[config.mk]
export PLATFORM = sky130hd
export DESIGN_NAME = cfg_mem_loader
export DESIGN_NICKNAME = d
export VERILOG_FILES = /design/src/rtl/cfg_mem_loader.sv
export SDC_FILE = /design/constraint.sdc
export NUM_CORES = 1
export LEC_CHECK = 0
export CAP_MARGIN = 30
export CORE_MARGIN = 2
export CORE_UTILIZATION = 30
export DETAILED_ROUTE_END_ITERATION = 7
export DONT_BUFFER_PORTS = 1
export HOLD_SLACK_MARGIN = 0.12
export MAX_ROUTING_LAYER = met4
export PLACE_DENSITY_LB_ADDON = 0.1
export SYNTH_ARGS = -nofsm -noshare
export SYNTH_HDL_FRONTEND = slang
export SYNTH_SLANG_ARGS = --single-unit
[constraint.sdc]
create_clock -name clk_sys -period 6.2 [get_ports clk_sys]
set_input_delay 1.55 -clock clk_sys [delete_from_list [all_inputs] [get_ports clk_sys]]
set_output_delay 1.55 -clock clk_sys [all_outputs]
set_load 0.03 [all_outputs]
[src/rtl/cfg_mem_loader.sv]
// Bulk loader: streams word_num words from config memory starting at base_addr
// into an indexed register write port, buffering returns in a small FIFO.
module cfg_mem_loader #(
    parameter int U_DLY      = 1,
    parameter int FIFO_DEPTH = 4
) (
    input  logic        clk_sys,
    input  logic        rst,
    input  logic        start,
    input  logic [15:0] base_addr,
    input  logic [15:0] word_num,
    output logic        busy,
    output logic        done,
    output logic [31:0] sum,
    output logic        mem_rd_en,
    output logic [15:0] mem_rd_addr,
    input  logic [31:0] mem_rd_data,
    input  logic        mem_rd_data_valid,
    output logic        cfg_wr_en,
    output logic [15:0] cfg_wr_addr,
    output logic [31:0] cfg_wr_data,
    input  logic        cfg_wr_ready
);

    localparam int PW = $clog2(FIFO_DEPTH);
    localparam int CW = PW + 1;

    typedef enum logic [1:0] {
        ST_IDLE,
        ST_READ,
        ST_DRAIN,
        ST_FINISH
    } state_t;

    state_t        state_q, state_d;
    logic [15:0]   base_q, base_d;
    logic [15:0]   num_q, num_d;
    logic [15:0]   rd_cnt_q, rd_cnt_d;
    logic [15:0]   wr_cnt_q, wr_cnt_d;
    logic [CW-1:0] inflight_q, inflight_d;
    logic [CW-1:0] fifo_cnt_q, fifo_cnt_d;
    logic [PW-1:0] wr_ptr_q, wr_ptr_d;
    logic [PW-1:0] rd_ptr_q, rd_ptr_d;
    logic [31:0]   sum_q, sum_d;
    logic [31:0]   fifo_mem_q [FIFO_DEPTH];
    logic [31:0]   fifo_mem_d [FIFO_DEPTH];

    logic loading;
    logic fifo_empty;
    logic credit_ok;
    logic rd_issue;
    logic push;
    logic pop;

    // Delay parameter is kept for interface compatibility only.
    logic unused_u_dly;
    assign unused_u_dly = (U_DLY != 0);

    assign loading    = (state_q == ST_READ) || (state_q == ST_DRAIN);
    assign fifo_empty = (fifo_cnt_q == '0);
    // Reads in flight already own a FIFO slot, so they count against the credit.
    assign credit_ok  = ({1'b0, inflight_q} + {1'b0, fifo_cnt_q}) < (CW + 1)'(FIFO_DEPTH);
    assign rd_issue   = (state_q == ST_READ) && (rd_cnt_q != num_q) && credit_ok;
    assign push       = mem_rd_data_valid && loading;
    assign pop        = !fifo_empty && cfg_wr_ready;

    assign busy        = (state_q != ST_IDLE);
    assign done        = (state_q == ST_FINISH);
    assign sum         = sum_q;
    assign mem_rd_en   = rd_issue;
    assign mem_rd_addr = rd_issue ? (base_q + rd_cnt_q) : 16'h0000;
    assign cfg_wr_en   = !fifo_empty;
    assign cfg_wr_addr = fifo_empty ? 16'h0000 : wr_cnt_q;
    assign cfg_wr_data = fifo_empty ? 32'h0000_0000 : fifo_mem_q[rd_ptr_q];

    always_comb begin
        state_d    = state_q;
        base_d     = base_q;
        num_d      = num_q;
        rd_cnt_d   = rd_cnt_q;
        wr_cnt_d   = wr_cnt_q;
        inflight_d = inflight_q;
        fifo_cnt_d = fifo_cnt_q;
        wr_ptr_d   = wr_ptr_q;
        rd_ptr_d   = rd_ptr_q;
        sum_d      = sum_q;

        if (rd_issue) begin
            rd_cnt_d = rd_cnt_q + 16'd1;
        end
        if (rd_issue && !push) begin
            inflight_d = inflight_q + 1'b1;
        end else if (!rd_issue && push && (inflight_q != '0)) begin
            inflight_d = inflight_q - 1'b1;
        end

        if (push) begin
            wr_ptr_d = wr_ptr_q + 1'b1;
        end
        if (pop) begin
            rd_ptr_d = rd_ptr_q + 1'b1;
            wr_cnt_d = wr_cnt_q + 16'd1;
            sum_d    = sum_q + cfg_wr_data;
        end
        if (push && !pop) begin
            fifo_cnt_d = fifo_cnt_q + 1'b1;
        end else if (pop && !push) begin
            fifo_cnt_d = fifo_cnt_q - 1'b1;
        end

        case (state_q)
            ST_IDLE: begin
                if (start) begin
                    base_d   = base_addr;
                    num_d    = word_num;
                    sum_d    = 32'h0000_0000;
                    rd_cnt_d = 16'd0;
                    wr_cnt_d = 16'd0;
                    state_d  = (word_num != 16'd0) ? ST_READ : ST_FINISH;
                end
            end
            ST_READ: begin
                if (rd_issue && (rd_cnt_d == num_q)) begin
                    state_d = ST_DRAIN;
                end
            end
            ST_DRAIN: begin
                if (wr_cnt_d == num_q) begin
                    state_d = ST_FINISH;
                end
            end
            ST_FINISH: begin
                state_d = ST_IDLE;
            end
            default: begin
                state_d = ST_IDLE;
            end
        endcase
    end

    always_comb begin
        for (int i = 0; i < FIFO_DEPTH; i++) begin
            fifo_mem_d[i] = fifo_mem_q[i];
            if (push && (wr_ptr_q == PW'(i))) begin
                fifo_mem_d[i] = mem_rd_data;
            end
        end
    end

    always_ff @(posedge clk_sys) begin
        if (rst) begin
            state_q    <= ST_IDLE;
            base_q     <= '0;
            num_q      <= '0;
            rd_cnt_q   <= '0;
            wr_cnt_q   <= '0;
            inflight_q <= '0;
            fifo_cnt_q <= '0;
            wr_ptr_q   <= '0;
            rd_ptr_q   <= '0;
            sum_q      <= '0;
            for (int i = 0; i < FIFO_DEPTH; i++) begin
                fifo_mem_q[i] <= '0;
            end
        end else begin
            state_q    <= state_d;
            base_q     <= base_d;
            num_q      <= num_d;
            rd_cnt_q   <= rd_cnt_d;
            wr_cnt_q   <= wr_cnt_d;
            inflight_q <= inflight_d;
            fifo_cnt_q <= fifo_cnt_d;
            wr_ptr_q   <= wr_ptr_d;
            rd_ptr_q   <= rd_ptr_d;
            sum_q      <= sum_d;
            for (int i = 0; i < FIFO_DEPTH; i++) begin
                fifo_mem_q[i] <= fifo_mem_d[i];
            end
        end
    end

endmodule
After elaboration in Yosys (flattened, before gate mapping) --
Memories as Yosys holds them, arrays and structs flattened. A register that Yosys moved wholly into a read port is not among the register bits. Index checks and enable logic that the tools add are counted.
Word-level totals: bits in registers 108, bits in writable memories 128, output and inout bits 100, logic and storage cells 110, memories 1
Memory list:
- fifo_mem_q | depth 4, width 32, read ports 1, clocked after Yosys merged registers in 1, wr ports 4, line 45 | logic [31:0] fifo_mem_q [FIFO_DEPTH];
Operators by class: $add $sub $neg 11, order comparisons 1, equal/unequal tests 16, mux-type cells 34, bitwise operators 4, reduce and logical (&&, ||, !) cells 33
Operators by type and width (count):
- 32-bit 2-to-1 mux | 12
- 16-bit 2-to-1 mux | 8
- 16-bit by 1-bit adder with 16-bit output (second input constant) | 2
- 32-bit adder | 1
- 16-bit == test | 2
- 16-bit adder | 1
- 16-bit != test | 1
- 16-bit nonzero test | 1
- 1-bit logical AND | 14
- 2-bit 2-to-1 mux | 6
- 3-bit 2-to-1 mux | 4
- 2-bit AND reduction | 5
- 2-bit == test (second input constant) | 4
- 2-bit case mux with 4 select lines | 1
- 3-bit by 1-bit adder with 3-bit output (second input constant) | 2
- 2-bit nonzero test | 3
- 3-bit by 1-bit subtractor with 3-bit output (second input constant) | 2
- 2-bit by 1-bit adder with 2-bit output (second input constant) | 2
- 3-bit by 3-bit adder with 4-bit output | 1
- 2-bit by 1-bit == test with 1-bit output (second input constant) | 2
- 1-bit zero test | 4
- 2-bit zero test | 2
- 4-bit by 3-bit less-than comparator with 1-bit output (second input constant) | 1
- 1-bit != test (second input constant) | 4
- other kinds (8) | 14

Depth between registers and ports, before layout --
Gate-level depths: netlist of the first run.
depth in word-level cells 8, gate-level depth with buffers 15, depth with buffers taken out 13

Least setup slack after synthesis of the first run --
No wires, ideal clock.
kind reg2out, start reg rd_cnt_q[0], end out mem_rd_addr[14], arrival 2.790 ns, data required time 4.650 ns, setup slack 1.860 ns, cell stages (with the launch flop) 12, path buffers 0, path through dfxtp_1 > ha_1 > fa_1 > a21o_1 > a21oi_1 > nor2b_1 > o21a_1 > o22ai_1 > o21ai_0 > o2111ai_1 > a21oi_1 > nor3_1
On the way: word-level cells in the longest chain between the ends 4, elaborated cells between the ends (all ways) 5, those cells by class add/sub: 1; eq/ne: 1; mux: 1; reduce/logical: 2
Ends and longest elaborated chain:
- start: declaration | line 38 | logic [15:0] rd_cnt_q, rd_cnt_d;
- start signal: assignment | line 169 | rd_cnt_q <= rd_cnt_d;
- branches (longest 3 deep; another with 16-bit adder)
- 16-bit 2-to-1 mux (*) | line 71 | assign mem_rd_addr = rd_issue ? (base_q + rd_cnt_q) : 16'h0000;
- end: declaration | line 16 | output logic [15:0] mem_rd_addr,
Every way passes the cells marked *.

Worst setup path after layout of the first run --
Ends and elaborated chain as after synthesis.

==> results of run 1 <==
## final timing paths
| kind | from | to | depth (start not counted) |
|---|---|---|---|
| worst min register to register | base_q[7]$_SDFFE_PP0P_ | base_q[7]$_SDFFE_PP0P_ | 2 |
| worst max-delay path | rd_cnt_q[0]$_SDFF_PP0_ | mem_rd_addr[14] | 11 |
| worst min-delay path | base_q[7]$_SDFFE_PP0P_ | base_q[7]$_SDFFE_PP0P_ | 2 |
| worst max register to register | fifo_cnt_q[0]$_SDFFE_PP0P_ | sum[30]$_SDFF_PP0_ | 13 |
## layout make-up
type                    instances  area share
well taps                     607      0.0485
clock inverters                23      0.0128
clock buffers                  35      0.0525
diodes                          1    0.000160
repair buffers                 23      0.0110
multi-input cells            1065       0.483
inverters                      22     0.00528
flip-flops and latches        238       0.387
## sequential cells by signal, summed over array words and instances (netlist names), named ones only
name and cells:
rd_ptr_q 2, wr_ptr_q 2, sum 32, state_q 2, inflight_q 3, rd_cnt_q 16, wr_cnt_q 16, num_q 16
fifo_mem_q 128, fifo_cnt_q 3, base_q 16
## routing by layer
metal | vias to the layer above | wire [µm] | track usage
met2 | 214 | 20100 | 0.289
met4 | 0 | 1270 | 0.0524
met3 | 72 | 2790 | 0.0462
li1 | 4993 | - | -
met5 | - | 0 | -
met1 | 4928 | 19000 | 0.223
## cell families (layout without fill, tap and decap cells)
group                      count (synthesis)  count (layout)
and+or+nand+nor                          617             617
AOI/OAI and AO/OA                        250             250
DFF                                      238             238
buffers and inverters                    103             103
xor gates and xnor gates                  93              93
adders and majority gates                 65              65
muxes                                     40              40
other                                      0               1
## per-stage QoR
stage,hold slack (ns),cell area (µm²),cells,setup slack (ns),power [mW]
final,0.454,15600,2014,1.00,5.88
after CTS,0.455,15600,2013,0.952,5.98
after global placement,0.445,14600,1953,1.60,4.13
after global routing,0.486,15600,2013,0.766,6.22
after floorplan,0.441,14100,1406,1.86,3.54
after detailed placement,0.447,14600,1955,1.52,4.13
## synth_stat cells, types with 8 or more instances
| cell type | count | share of area |
|---|---|---|
| and2_1 | 187 | 0.083 |
| nand2_1 | 156 | 0.042 |
| edfxtp_1 | 128 | 0.27 |
| dfxtp_1 | 110 | 0.16 |
| a21oi_1 | 93 | 0.033 |
| nor2_1 | 93 | 0.025 |
| ha_1 | 60 | 0.053 |
| xnor2_1 | 53 | 0.033 |
| clkbuf_1 | 50 | 0.013 |
| xor2_1 | 36 | 0.022 |
| nand3_1 | 33 | 0.012 |
| o21ai_0 | 33 | 0.012 |
| mux4_2 | 32 | 0.051 |
| a21o_1 | 24 | 0.013 |
| nand4_1 | 23 | 0.010 |
| nor3_1 | 22 | 0.0078 |
| inv_1 | 19 | 0.0051 |
| nor2b_1 | 15 | 0.0067 |
| and3_1 | 11 | 0.0049 |
| or3_1 | 11 | 0.0049 |
| a211oi_1 | 10 | 0.0053 |
| a31oi_1 | 10 | 0.0044 |
| buf_1 | 10 | 0.0027 |
| o211ai_1 | 10 | 0.0053 |
| nor3b_1 | 8 | 0.0043 |
## power groups by stage
stage	sequential, mW	clock [mW]	combinational, mW
final	2.01	1.81	2.07
after global routing	2.03	1.93	2.27
after CTS	2.01	1.87	2.10
after detailed placement	2.04	0	2.09
after global placement	2.04	0	2.09
after floorplan	1.97	0	1.57
## placed cells by master, fill, tap and decap left out, types with 7 or more instances in the layout
| cell type | count |
|---|---|
| and2_1 | 186 |
| ha_1 | 60 |
| nor2b_1 | 15 |
| o211ai_1 | 10 |
| and3_1 | 11 |
| or3_1 | 10 |
| clkinv_2 | 11 |
| nand3_1 | 33 |
| xor2_1 | 36 |
| edfxtp_1 | 128 |
| clkinv_1 | 7 |
| nor2_1 | 93 |
| a211oi_1 | 10 |
| nor4_1 | 7 |
| a21o_1 | 24 |
| a21oi_1 | 93 |
| buf_4 | 23 |
| or4_1 | 7 |
| clkbuf_16 | 32 |
| inv_1 | 19 |
| xnor2_1 | 53 |
| mux4_2 | 32 |
| nand2_1 | 156 |
| o21ai_0 | 33 |
| nor3_1 | 22 |
| a31oi_1 | 10 |
| dfxtp_1 | 108 |
| nand4_1 | 23 |
## worst reg2reg max path: stages, from the launching register on
cell and delay [ns]:
dfxtp_1 0.40, or3_2 0.79, and2_1 0.41, ha_1 0.28, fa_1 0.42, a211oi_1 0.30
o21bai_1 0.19, a211oi_1 0.50, a21oi_1 0.23, o21ai_0 0.21, o21ai_0 0.20, a221oi_1 0.36
or4_1 0.16, nand3_1 0.06
==> results.ini, run 1 <==
[setup_path]
rrSetupSlack_ns=1.57
critPathBufInv=0
worst-endpoint-arrival_ns=3.65
worst-setup-path-type=flip-flop to primary output
worstPathRequired_ns=4.65
worstSetupEndpointType=primary output
crit_family=compound AO/OA/AOI/OAI gates
crit_top_cell=a21oi_1
slowest_stage=nor3_1
crit_chain=ha_1 -> fa_1 -> a21o_1 -> a21oi_1 -> nor2b_1 -> o21a_1 -> o22ai_1 -> o21ai_0 -> o2111ai_1 -> a21oi_1 -> nor3_1
path_max_fanout=6
critPathMaxStageDelay_ns=0.73
startpoint_type=flip-flop

[status]
outcome=complete, no violations

[synthesis]
yosys.cell_types.count=98
synth-simple-area-share=0.235
synth_area_um2=14100
synth_top_family_by_area=simple AND/OR/NAND/NOR gates
seq_area_frac_synth=0.429
synth_compound_area_frac=0.121
synthAdderAreaFrac=0.0597
synth_edf_count=128
netlist_instances=1406
synth.area.mux_share=0.0571
synth-seq-cells=238
synth.avg_cell_area_um2=10.0
synth_warnings=0
synth_nets=1539
async_flop_share=0
dominantRegCellSynth=edfxtp_1
synth_xor_area_frac=0.0612

[die]
core.rowCount=79
ios=169
die_w_um=221
die_area_um2=48700
die_h_um=221
core_area_um2=46500
initial_utilization=0.303

[placement]
port_buffers=0
hpwl_um=30100
gp_congestion=0.856

[timing]
min_period_ns=5.20
maxSlewViolCount=0
finalSetupViolations=0
clock_skew_ns=0.0216
finalCritPeriodShare=0.838
finalHoldViolCount=0
worstMarginPinSlew_ns=0.959
tns_ns=0
fmax_mhz=192
relSlewSlack=0.356
rsz0062_at_grt=false

[power]
p_switching_mw=2.32
p_sw_frac=0.395
p_int_mw=3.56
power.density_nw_per_um2=376
comb_power_share=0.351
seqPwrFrac=0.341
vdd_ir_drop_max_mv=0.226
clkPwrFrac=0.308
leakagePower_nw=5.87

[clock_tree]
clockBufferDepth=3
cts_sinks=238
hold_buffers=0
postCtsSetupRepairBufs=0
clk_pin_slew_worst_paths_ns=0.05
cts-resized-gates=0
cts_root_buffer=clkbuf_16
cts_tree=done
clk_latency_ns=0.60
cts_buffers=31
cts-htree-levels=1

[routing]
vias=10200
wl_um=43100
viasPerCell=5.07
dr.pass1.iters=5
post-route-drc-count=0
drt_iter0_markers=599
wl_per_cell_um=21.4
postRouteAntennaNets=0

[grt]
grt_util_all_layers=0.180
grt_max_degree=62
grt-ovfl-total=0
grt_pass1_wl_um=64000
grt_antenna_before_repair=0
first_global_vias=10200

[cells_and_area]
nets=1514
area_growth_pct=11.1
drive_gt1_frac=0.115
num-fill-cells=4757
final_util=0.337
ff_latch_area_um2=6050
multi_input_area_um2=7560

[run]
maxCapViolCount=0

[worst_hold_path]
min_path_type=flip-flop to flip-flop

Note: power is estimated with default switching activity, not from simulation.
==> run 2: changes to the inputs <==
- clock period: 6.2 -> 5.4 ns (I/O delays scaled with it)
==> run 2 against run 1 <==
Against the previous run: sequential share of layout area is 0.18 points lower; critical path type unchanged; utilization grew 0.16 points; total power up 17%; wire length rose by 0.45%; global-route usage up 0.14 points; sequential power rose by 15%; register-to-register slack worse by 0.77 ns; largest cell class unchanged.
==> results.ini, run 2 (synthesized netlist as in run 1, its figures left out) <==
[die]
ios=169  ; unchanged
core_area_um2=46500  ; unchanged
die_h_um=221  ; unchanged
initial_utilization=0.303  ; unchanged
die_w_um=221  ; unchanged
die_area_um2=48700  ; unchanged
core.rowCount=79  ; unchanged

[grt]
grt_antenna_before_repair=0  ; unchanged
grt_pass1_wl_um=64800  ; +1.2%
grt_util_all_layers=0.181  ; +0.00135
grt_max_degree=63  ; +1.6%
grt-ovfl-total=0  ; unchanged
first_global_vias=10100  ; -0.059%

[setup_path]
slowest_stage=dfxtp_1
ff2ff_path_depth=13  ; unchanged
worstReg2RegEnd=sum[30]$_SDFF_PP0_
critPathMaxStageDelay_ns=0.48  ; -0.25 ns
crit_top_cell=o21ai_0
rrSetupSlack_ns=0.80  ; -0.77 ns
startpoint_type=flip-flop
crit_chain=ha_1 -> a21o_1 -> a21oi_1 -> o21bai_1 -> a31oi_1 -> o21ai_0 -> o41ai_1 -> o21ai_0 -> xnor2_1 -> nor2_1
worst-setup-path-type=flip-flop to primary output
worstPathRequired_ns=4.05  ; -0.60 ns
path_max_fanout=7  ; +1
worst-endpoint-arrival_ns=3.55  ; -0.10 ns
worstSetupEndpointType=primary output

[routing]
dr.pass1.iters=4  ; -1
postRouteAntennaNets=0  ; unchanged
post-route-drc-count=0  ; unchanged
wl_per_cell_um=21.5  ; +0.50%
vias=10300  ; +0.59%
wl_um=43300  ; +0.45%
viasPerCell=5.10  ; +0.64%
drt_iter0_markers=582  ; -2.8%

[worst_hold_path]
min_path_type=flip-flop to flip-flop
holdPathStages=2  ; unchanged
hp-start=base_q[4]$_SDFFE_PP0P_
holdPathEnd=base_q[4]$_SDFFE_PP0P_

[cells_and_area]
drive_gt1_frac=0.117  ; +0.00222
nets=1514  ; unchanged
largest_reg_flops=128  ; unchanged
multi_input_area_um2=7560  ; unchanged
top_register=fifo_mem_q
ff_latch_area_um2=6050  ; unchanged
final_common_cell=and2_1
final_cell_mix=and2_1 (186), nand2_1 (156), edfxtp_1 (128)
area_growth_pct=11.6
num-fill-cells=4722  ; -0.74%

[timing]
finalCritPeriodShare=0.908
relSlewSlack=0.374  ; +0.0186
maxSlewViolCount=0  ; unchanged
tns_ns=0  ; unchanged
finalHoldViolCount=0  ; unchanged
finalSetupViolations=0  ; unchanged
worstMarginPinSlew_ns=0.935  ; -0.0240 ns
clock_skew_ns=0.0445  ; +0.0229 ns
min_period_ns=4.90
fmax_mhz=204
rsz0062_at_grt=false

[clock_tree]
postCtsSetupRepairBufs=0  ; unchanged
cts-resized-gates=0  ; unchanged
clk_latency_ns=0.60  ; about the same
cts_root_buffer=clkbuf_16
cts_tree=done
cts-htree-levels=1  ; unchanged
cts_sinks=238  ; unchanged
hold_buffers=0  ; unchanged
clk_pin_slew_worst_paths_ns=0.06  ; about the same
cts_buffers=30  ; -3.2%
clockBufferDepth=3  ; unchanged

[placement]
gp_congestion=0.847  ; -1.0%
port_buffers=0  ; unchanged
hpwl_um=30300  ; +0.60%

[power]
power.density_nw_per_um2=438  ; +16%
finalPower_mw=6.88  ; +17%
leakagePower_nw=5.89  ; +0.46%
vdd_ir_drop_max_mv=0.289  ; +28%

[run]
maxCapViolCount=0  ; unchanged

[status]
outcome=complete, no violations

run 2: routing by layer:
layer  part of all wire  track usage  wire, µm
met4              0.022       0.0413       962
met2               0.48        0.296     20700
met1               0.44        0.228     19200
met5                  0            -         0
met3              0.057       0.0418      2490
run 2: layout make-up:
type	instances	area share
timing repair buffer	24	0.0115
inverter	22	0.00525
tap	607	0.0483
sequential	238	0.385
antenna	1	0.000159
clock inverter	15	0.0144
clock buffer	41	0.0548
multi-input combinational	1065	0.481
run 2: how the worst max path moves through the flow:
stage	from	end	slack, ns
2_1_floorplan	flip-flop	sum[24]$_SDFF_PP0_	1.09
3_3_place_gp	flip-flop	sum[30]$_SDFF_PP0_	0.88
3_5_place_dp	flip-flop	sum[30]$_SDFF_PP0_	0.86
4_1_cts	rd_cnt_q[1]$_SDFF_PP0_	mem_rd_addr[13]	0.47
5_1_grt	rd_cnt_q[1]$_SDFF_PP0_	mem_rd_addr[13]	0.20
6_report	rd_cnt_q[1]$_SDFF_PP0_	mem_rd_addr[13]	0.50
run 2: metrics by stage:
| step | hold WS, ns | cells | cell area (µm²) | utilization | setup WS [ns] |
|---|---|---|---|---|---|
| after floorplan | 0.441 | 1406 | 14100 | - | 1.09 |
| after global placement | 0.444 | 1956 | 14600 | 0.315 | 0.877 |
| final | 0.457 | 2013 | 15700 | 0.338 | 0.496 |
| after detailed placement | 0.450 | 1956 | 14600 | 0.315 | 0.861 |
| after global routing | 0.476 | 2012 | 15700 | 0.338 | 0.201 |
| after CTS | 0.461 | 2012 | 15700 | 0.338 | 0.467 |
run 2: critical path, delay by kind of cell, from the launching register on:
family | cells | cell delay (ns)
flip-flops | 1 | 0.48
AO/OA/AOI/OAI | 7 | 1.64
AND/OR/NAND/NOR | 1 | 0.43
XOR/XNOR | 1 | 0.17
adder cells (fa/ha/maj) | 1 | 0.29
run 2: power by group:
group	switching, mW	internal [mW]
clock network	0.834	1.35
logic	1.62	0.766
registers	0.206	2.10
total	2.66	4.22
